[src/rtl/uart_tx_sched.sv]
// Round-robin scheduler that shares one UART transmitter among NUM_REQ message sources.
// Each granted 1- or 2-byte message is latched and fed byte by byte (low byte first) into the TX parallel port.
module uart_tx_sched #(
  parameter int NUM_REQ = 2,
  parameter int BUSY_TO = 8
) (
  input  logic                  CLK,
  input  logic                  RST,
  input  logic [NUM_REQ-1:0]    REQ,
  input  logic [16*NUM_REQ-1:0] REQ_DATA,
  input  logic [NUM_REQ-1:0]    REQ_LEN,
  output logic [NUM_REQ-1:0]    GRANT,
  output logic [NUM_REQ-1:0]    DONE,
  output logic [7:0]            TX_P_DATA,
  output logic                  TX_D_VLD,
  input  logic                  TX_BUSY,
  output logic                  TX_ERR,
  output logic                  SCHED_BUSY
);
  localparam int LW = (NUM_REQ > 1) ? $clog2(NUM_REQ) : 1;
  localparam logic [7:0] TO_LAST = 8'(BUSY_TO - 1);

  typedef enum logic [2:0] {IDLE, LOAD, WAIT_HI, WAIT_LO, FIN} state_t;

  state_t             state_reg, state_next;
  logic [LW-1:0]      last_reg, last_next;
  logic [15:0]        msg_reg, msg_next;
  logic               len_reg, len_next;
  logic               idx_reg, idx_next;
  logic [7:0]         cnt_reg, cnt_next;
  logic [NUM_REQ-1:0] grant_reg, grant_next;
  logic [NUM_REQ-1:0] done_reg, done_next;
  logic [7:0]         pdata_reg, pdata_next;
  logic               vld_reg, vld_next;
  logic               err_reg, err_next;
  logic               sbusy_reg, sbusy_next;

  logic [LW-1:0]      winner;
  logic [NUM_REQ-1:0] win_onehot;
  logic [15:0]        win_data;
  logic               win_len;
  logic               found;
  logic               more_bytes;

  // First requester after last_reg, wrapping around.
  always_comb begin
    winner = last_reg;
    found  = 1'b0;
    for (int k = 1; k <= NUM_REQ; k++) begin
      for (int j = 0; j < NUM_REQ; j++) begin
        if (!found && REQ[j] &&
            ((int'(last_reg) + k == j) || (int'(last_reg) + k == j + NUM_REQ))) begin
          found  = 1'b1;
          winner = LW'(j);
        end
      end
    end
  end

  generate
    for (genvar gi = 0; gi < NUM_REQ; gi++) begin : g_onehot
      assign win_onehot[gi] = (winner == LW'(gi));
    end
  endgenerate

  always_comb begin
    win_data = '0;
    win_len  = 1'b0;
    for (int j = 0; j < NUM_REQ; j++) begin
      if (winner == LW'(j)) begin
        win_data = REQ_DATA[16*j +: 16];
        win_len  = REQ_LEN[j];
      end
    end
  end

  assign more_bytes = len_reg && !idx_reg;

  always_ff @(posedge CLK or posedge RST) begin
    if (RST) state_reg <= IDLE;
    else     state_reg <= state_next;
  end

  always_comb begin
    state_next = state_reg;
    case (state_reg)
      IDLE:    if (|REQ) state_next = LOAD;
      LOAD:    if (!TX_BUSY) state_next = WAIT_HI;
      WAIT_HI: begin
        if (TX_BUSY)                  state_next = WAIT_LO;
        else if (cnt_reg == TO_LAST)  state_next = FIN;
      end
      WAIT_LO: if (!TX_BUSY) state_next = more_bytes ? LOAD : FIN;
      FIN:     state_next = IDLE;
      default: state_next = IDLE;
    endcase
  end

  // Next values of every registered output; DONE and the GRANT clear land together on entry to FIN.
  always_comb begin
    last_next  = last_reg;
    msg_next   = msg_reg;
    len_next   = len_reg;
    idx_next   = idx_reg;
    cnt_next   = cnt_reg;
    grant_next = grant_reg;
    pdata_next = pdata_reg;
    done_next  = '0;
    vld_next   = 1'b0;
    err_next   = 1'b0;
    case (state_reg)
      IDLE: begin
        if (|REQ) begin
          grant_next = win_onehot;
          last_next  = winner;
          msg_next   = win_data;
          len_next   = win_len;
          idx_next   = 1'b0;
        end
      end
      LOAD: begin
        if (!TX_BUSY) begin
          pdata_next = idx_reg ? msg_reg[15:8] : msg_reg[7:0];
          vld_next   = 1'b1;
          cnt_next   = '0;
        end
      end
      WAIT_HI: begin
        if (!TX_BUSY) begin
          if (cnt_reg == TO_LAST) begin
            err_next   = 1'b1;
            done_next  = grant_reg;
            grant_next = '0;
          end else begin
            cnt_next = cnt_reg + 8'd1;
          end
        end
      end
      WAIT_LO: begin
        if (!TX_BUSY) begin
          if (more_bytes) begin
            idx_next = 1'b1;
          end else begin
            done_next  = grant_reg;
            grant_next = '0;
          end
        end
      end
      default: ;
    endcase
  end

  assign sbusy_next = (state_next != IDLE);

  always_ff @(posedge CLK or posedge RST) begin
    if (RST) begin
      last_reg  <= LW'(NUM_REQ - 1);
      msg_reg   <= '0;
      len_reg   <= 1'b0;
      idx_reg   <= 1'b0;
      cnt_reg   <= '0;
      grant_reg <= '0;
      done_reg  <= '0;
      pdata_reg <= '0;
      vld_reg   <= 1'b0;
      err_reg   <= 1'b0;
      sbusy_reg <= 1'b0;
    end else begin
      last_reg  <= last_next;
      msg_reg   <= msg_next;
      len_reg   <= len_next;
      idx_reg   <= idx_next;
      cnt_reg   <= cnt_next;
      grant_reg <= grant_next;
      done_reg  <= done_next;
      pdata_reg <= pdata_next;
      vld_reg   <= vld_next;
      err_reg   <= err_next;
      sbusy_reg <= sbusy_next;
    end
  end

  assign GRANT      = grant_reg;
  assign DONE       = done_reg;
  assign TX_P_DATA  = pdata_reg;
  assign TX_D_VLD   = vld_reg;
  assign TX_ERR     = err_reg;
  assign SCHED_BUSY = sbusy_reg;
endmodule
[config.mk]
export PLATFORM = sky130hd
export DESIGN_NAME = uart_tx_sched
export DESIGN_NICKNAME = d
export VERILOG_FILES = /design/src/rtl/uart_tx_sched.sv
export SDC_FILE = /design/constraint.sdc
export NUM_CORES = 1
export LEC_CHECK = 0
export ABC_AREA = 0
export CAP_MARGIN = 20
export CORE_ASPECT_RATIO = 1.2
export CORE_MARGIN = 1
export CORE_UTILIZATION = 35
export CTS_CLUSTER_SIZE = 10
export DETAILED_ROUTE_END_ITERATION = 12
export DONT_BUFFER_PORTS = 1
export GPL_ROUTABILITY_DRIVEN = 0
export HOLD_SLACK_MARGIN = 0.08
export PLACE_DENSITY_LB_ADDON = 0.12
export SLEW_MARGIN = 40
export SYNTH_ARGS = -nofsm -noshare
export SYNTH_HDL_FRONTEND = slang
export SYNTH_SLANG_ARGS = --single-unit
[constraint.sdc]
create_clock -name CLK -period 2.3 [get_ports CLK]
set_input_delay 0.46 -clock CLK [delete_from_list [all_inputs] [get_ports CLK]]
set_output_delay 0.46 -clock CLK [all_outputs]
set_load 0.02 [all_outputs]
Word-level counts from Yosys, hierarchy flattened:

Index checks and enable logic that the tools add are counted.

* bits in writable memories: 0
* memories kept: 0
* input port bits: 39
* output and inout bits: 15
* logic and storage cells: 105
* latch bits: 0
* memory bits (read-only): 0
* register bits after elaboration: 45

* reduce and logical (&&, ||, !) cells: 29
* $add $sub $neg: 3
* bitwise gates (word level): 2
* muxes and demuxes: 41
* $mul: 0
* eq/ne operators: 18
* magnitude comparators: 0
* shifts and indexed selects: 0
* divide/modulo/power cells: 0

Operators with widths (count)
* equality test 32 x 2 -> 1 bit (second input constant): 2
* equality test 32 x 3 -> 1 bit (second input constant): 2
* zero test 32 bit: 2
* 2-to-1 mux 8 bit: 4
* 2-to-1 mux 2 bit: 9
* 2-to-1 mux 3 bit: 6
* 2-to-1 mux 1 bit: 16
* 2-to-1 mux 16 bit: 1
* inequality test 2 bit (second input constant): 8
* one-hot mux 8 bit (2 select lines): 1
* one-hot mux 3 bit (4 select lines): 1
* equality test 3 x 2 -> 1 bit (second input constant): 3
* adder 8 x 1 -> 8 bit (second input constant): 1
* equality test 8 x 3 -> 1 bit (second input constant): 1
* logical AND 1 bit: 8
* AND reduction 4 bit: 2
* one-hot mux 2 bit (3 select lines): 1
* AND reduction 6 bit: 1
* nonzero test 3 bit: 2
* zero test 1 bit: 4
* logical OR 1 bit: 4
* one-hot mux 2 bit (2 select lines): 1
* AND reduction 2 bit: 2
* nonzero test 2 bit: 2
* 8 further kinds: 9

Depth between registers and ports, before layout:

* depth in word-level cells: 20
* depth in mapped cells: 6
* mapped depth without buffers: 5

Worst setup path before layout:

No wires, ideal clock.

* path kind: register to register
* start point: reg cnt_reg[0]
* end point: reg sbusy_reg, in the netlist SCHED_BUSY
* path slack: 0.704 ns
* arrival: 1.465 ns
* clock period less this slack: 1.596 ns
* path buffers: 0
* stages on the path, launching flop included: 6
* required time: 2.169 ns
* setup time: 0.131 ns
* cell sequence: dfrtp_1 > ha_1 > and3b_1 > a21oi_2 > a2111oi_4 > or3_1

* word-level cells in the longest chain between the ends: 5

Ends and longest elaborated chain
* start, declared: RTL line 30 `logic [7:0] cnt_reg, cnt_next;`
* start signal, assigned: RTL line 173 `cnt_reg <= cnt_next;`
* equality test 8 x 3 -> 1 bit: RTL line 91 `else if (cnt_reg == TO_LAST) state_next = FIN;`
* 2-to-1 mux 3 bit: RTL line 91
* 2-to-1 mux 3 bit: RTL line 90 `if (TX_BUSY) state_next = WAIT_LO;`
* one-hot mux 3 bit (4 select lines): RTL line 86 `case (state_reg)`
* via state_next[2]: RTL line 25 `state_t state_reg, state_next;`
* nonzero test 3 bit: RTL line 153 `assign sbusy_next = (state_next != IDLE);`
* via sbusy_next: RTL line 36 `logic sbusy_reg, sbusy_next;`
* end signal, assigned: RTL line 179 `sbusy_reg <= sbusy_next;`
* end, declared: RTL line 36

The timed path passes the listed nets, and every way through them passes these cells.
A chain may end at the register's enable or synchronous reset.

Worst setup path after layout:

Same ends and word-level chain as after synthesis.

==> flow_metrics.tcl <==
set metrics [dict create \
    cp.required_ns 2.47 \
    clock-root-buffer "clkbuf_8" \
    synth_ff_type "dfrtp_1" \
    clock-sinks 45 \
    overflow 0 \
    synth_fp_nets 250 \
    drv_cap 0 \
    row_count 31 \
    drc_errors 0 \
    wl_met2_um 2040 \
    core_mm2 0.00617 \
    hold_depth 1 \
    cts.path.max_buffers 2 \
    p_int_mw 1.95 \
    critPathKind "reg2reg" \
    yosys.area.top_type "dfrtp_1" \
    p_sw_frac 0.398 \
    min_from "TX_BUSY" \
    diodes 0 \
    yosys-top-cells-area "dfrtp_1 (48%), mux2i_1 (11%), o21ai_1 (4.0%)" \
    start_util 0.368 \
    worstSkewPairLatency_ns 0.30 \
    p_clk_frac 0.184 \
    synth.distinct_cells 47 \
    synth_warnings 0 \
    path_max_fanout 5 \
    wl_met1_um 1950 \
    top_layer_used "met4" \
    relSlewSlack 0.690 \
    first_pass_iters 4 \
    first_global_vias 1536 \
    setup_viol 0 \
    syn_inst 210 \
    die_w_um 75.6 \
    nets 253 \
    netlist.area_leader.share 0.485 \
    synth-seq-cells 45 \
    vias 1490 \
    reg2reg_to "SCHED_BUSY$_DFF_PP0_" \
    grtUsageTotal 0.139 \
    cts_resized 0 \
    hold_end "state_reg[2]$_DFF_PP0_" \
    rrSetupSlack_ns 0.56 \
    wl_per_cell_um 14.4 \
    finalCritPeriodShare 0.756 \
    finalHoldViolCount 0 \
    setup.worst_path.start_class "flop" \
    clkTransAtPathRegs_ns 0.08 \
    wl_met3_um 250 \
    fin_skew_ns 0.0102 \
    largest_reg_flops 16 \
    via_per_inst 5.03 \
    hold_path_class "in2reg" \
    netlist_top_cells_count "dfrtp_1 (44), mux2i_1 (25), nand2_1 (22)" \
    grt_pass1_wl_um 7160 \
    syn_to_final_growth_pct 8.70 \
    drive_gt1_frac 0.173 \
    seq_area_frac_synth 0.496 \
    power.leakage_nw 1.08 \
    drt-initial-drc-count 66 \
    finalSetupTns_ns 0 \
    synth_async_sr_flop_share 1.00 \
    grt_max_degree 39 \
    grt_antenna_before_repair 0 \
    dieArea_mm2 0.00682 \
    post-route-min-period_ns 1.74 \
    synth_edf_count 0 \
    seqPwrFrac 0.450 \
    ant_nets 0 \
    p_per_area_mw_per_mm2 1310 \
    cts_tree "yes" \
    htree_levels 2 \
    worst_pin_slew_ns 0.459 \
    arrival_ns 1.91 \
    comb_power_share 0.366 \
    routed_wl_um 4270 \
    max_freq_mhz 575 \
    switchingPower_mw 1.29 \
    synth_area_mm2 0.00227 \
    holdWs_ns 0.230 \
    cts_buffers 5 \
    fillers 617 \
    reg2reg_depth 5 \
    drv_slew 0 \
    peakVddDrop_v 0.000627 \
    postSynthAreaPerCell_um2 10.8 \
    critPathCaptureType "flop" \
    yosysMostFrequentCell "dfrtp_1" \
    rsz0062_at_grt "false" \
    status "finished clean" \
    chipHeight_um 90.3 \
    io_buffers 0 \
    dp_hpwl_um 3200 \
    ios 54 \
    rr_startpoint "cnt_reg[0]$_DFFE_PP0P_" \
]
-- placed cells by master, fill, tap and decap left out, types with 2 or more instances in the layout --
cell type / count
mux2i_1: 25
dfrtp_1: 44
nor2b_1: 3
a21oi_1: 2
clkbuf_8: 5
inv_1: 5
a22o_1: 2
a31oi_1: 2
nand4_1: 3
nor3_1: 3
buf_4: 7
o21ai_2: 2
xor2_1: 4
nand2b_1: 2
mux2_4: 2
and2_1: 4
o21ai_1: 18
nor2_1: 18
a21oi_2: 8
nand3_1: 2
nand2_1: 22
o21ai_0: 3
-- how the worst max path moves through the flow --
stage | startpoint | end | slack, ns | cells past startpoint
2_1_floorplan | cnt_reg[0]$_DFFE_PP0P_ | SCHED_BUSY$_DFF_PP0_ | 0.70 | 5
3_3_place_gp | state_reg[2]$_DFF_PP0_ | SCHED_BUSY$_DFF_PP0_ | 0.62 | 3
3_5_place_dp | cnt_reg[0]$_DFFE_PP0P_ | SCHED_BUSY$_DFF_PP0_ | 0.57 | 5
4_1_cts | cnt_reg[0]$_DFFE_PP0P_ | SCHED_BUSY$_DFF_PP0_ | 0.56 | 5
5_1_grt | cnt_reg[0]$_DFFE_PP0P_ | SCHED_BUSY$_DFF_PP0_ | 0.47 | 5
6_report | cnt_reg[0]$_DFFE_PP0P_ | SCHED_BUSY$_DFF_PP0_ | 0.56 | 5
-- timing repair --
| action | CTS | global route |
|---|---|---|
| hold buffers | 1 | 0 |
| setup buffers | 0 | 0 |
| endpoints found under the hold margin | 19 | 0 |
-- worst max-delay path, cell delays in order (launching register included) --
cell,delay [ns]
dfrtp_1,0.43
ha_1,0.25
and3b_1,0.22
a21oi_2,0.24
a2111oi_4,0.10
or3_1,0.38
-- layout make-up --
cell class              count  area, um^2  area share
well taps                  82         103      0.0415
clock inverters             2        38.8      0.0157
repair buffers              8        62.6      0.0253
inverters                   6        22.5     0.00912
flip-flops and latches     45        1130       0.456
clock buffers               6        72.6      0.0294
multi-input cells         147        1040       0.422
-- kinds of logic after synthesis --
group / synth area share
AND/OR/NAND/NOR: 0.161
XOR/XNOR: 0.0226
AO/OA/AOI/OAI: 0.145
multiplexers: 0.123
adder cells (fa/ha/maj): 0.00551
buffers and inverters: 0.0463
flip-flops: 0.496
-- per-stage QoR --
stage	instance area (um^2)	worst slack, ns	instances	total power, mW	utilization
global placement	2350	0.615	287	2.63	0.381
global route	2470	0.470	296	3.51	0.400
floorplan	2270	0.704	210	2.46	-
finish	2470	0.561	296	3.24	0.400
CTS	2470	0.557	296	3.29	0.400
detailed placement	2350	0.572	287	2.68	0.381
-- metal layers --
metal / GRT usage / vias up
met5: 0 / -
met3: 0.0458 / 4
met4: 0.0432 / 0
met1: 0.187 / 708
li1: - / 737
met2: 0.210 / 41
-- power by group through the flow --
stage | clock network [mW] | logic [mW] | registers, mW
finish | 0.595 | 1.19 | 1.45
detailed placement | 0 | 1.20 | 1.48
floorplan | 0 | 1.07 | 1.39
CTS | 0.623 | 1.21 | 1.46
global route | 0.660 | 1.34 | 1.50
global placement | 0 | 1.16 | 1.47
Note: power is estimated with default switching activity, not from simulation.
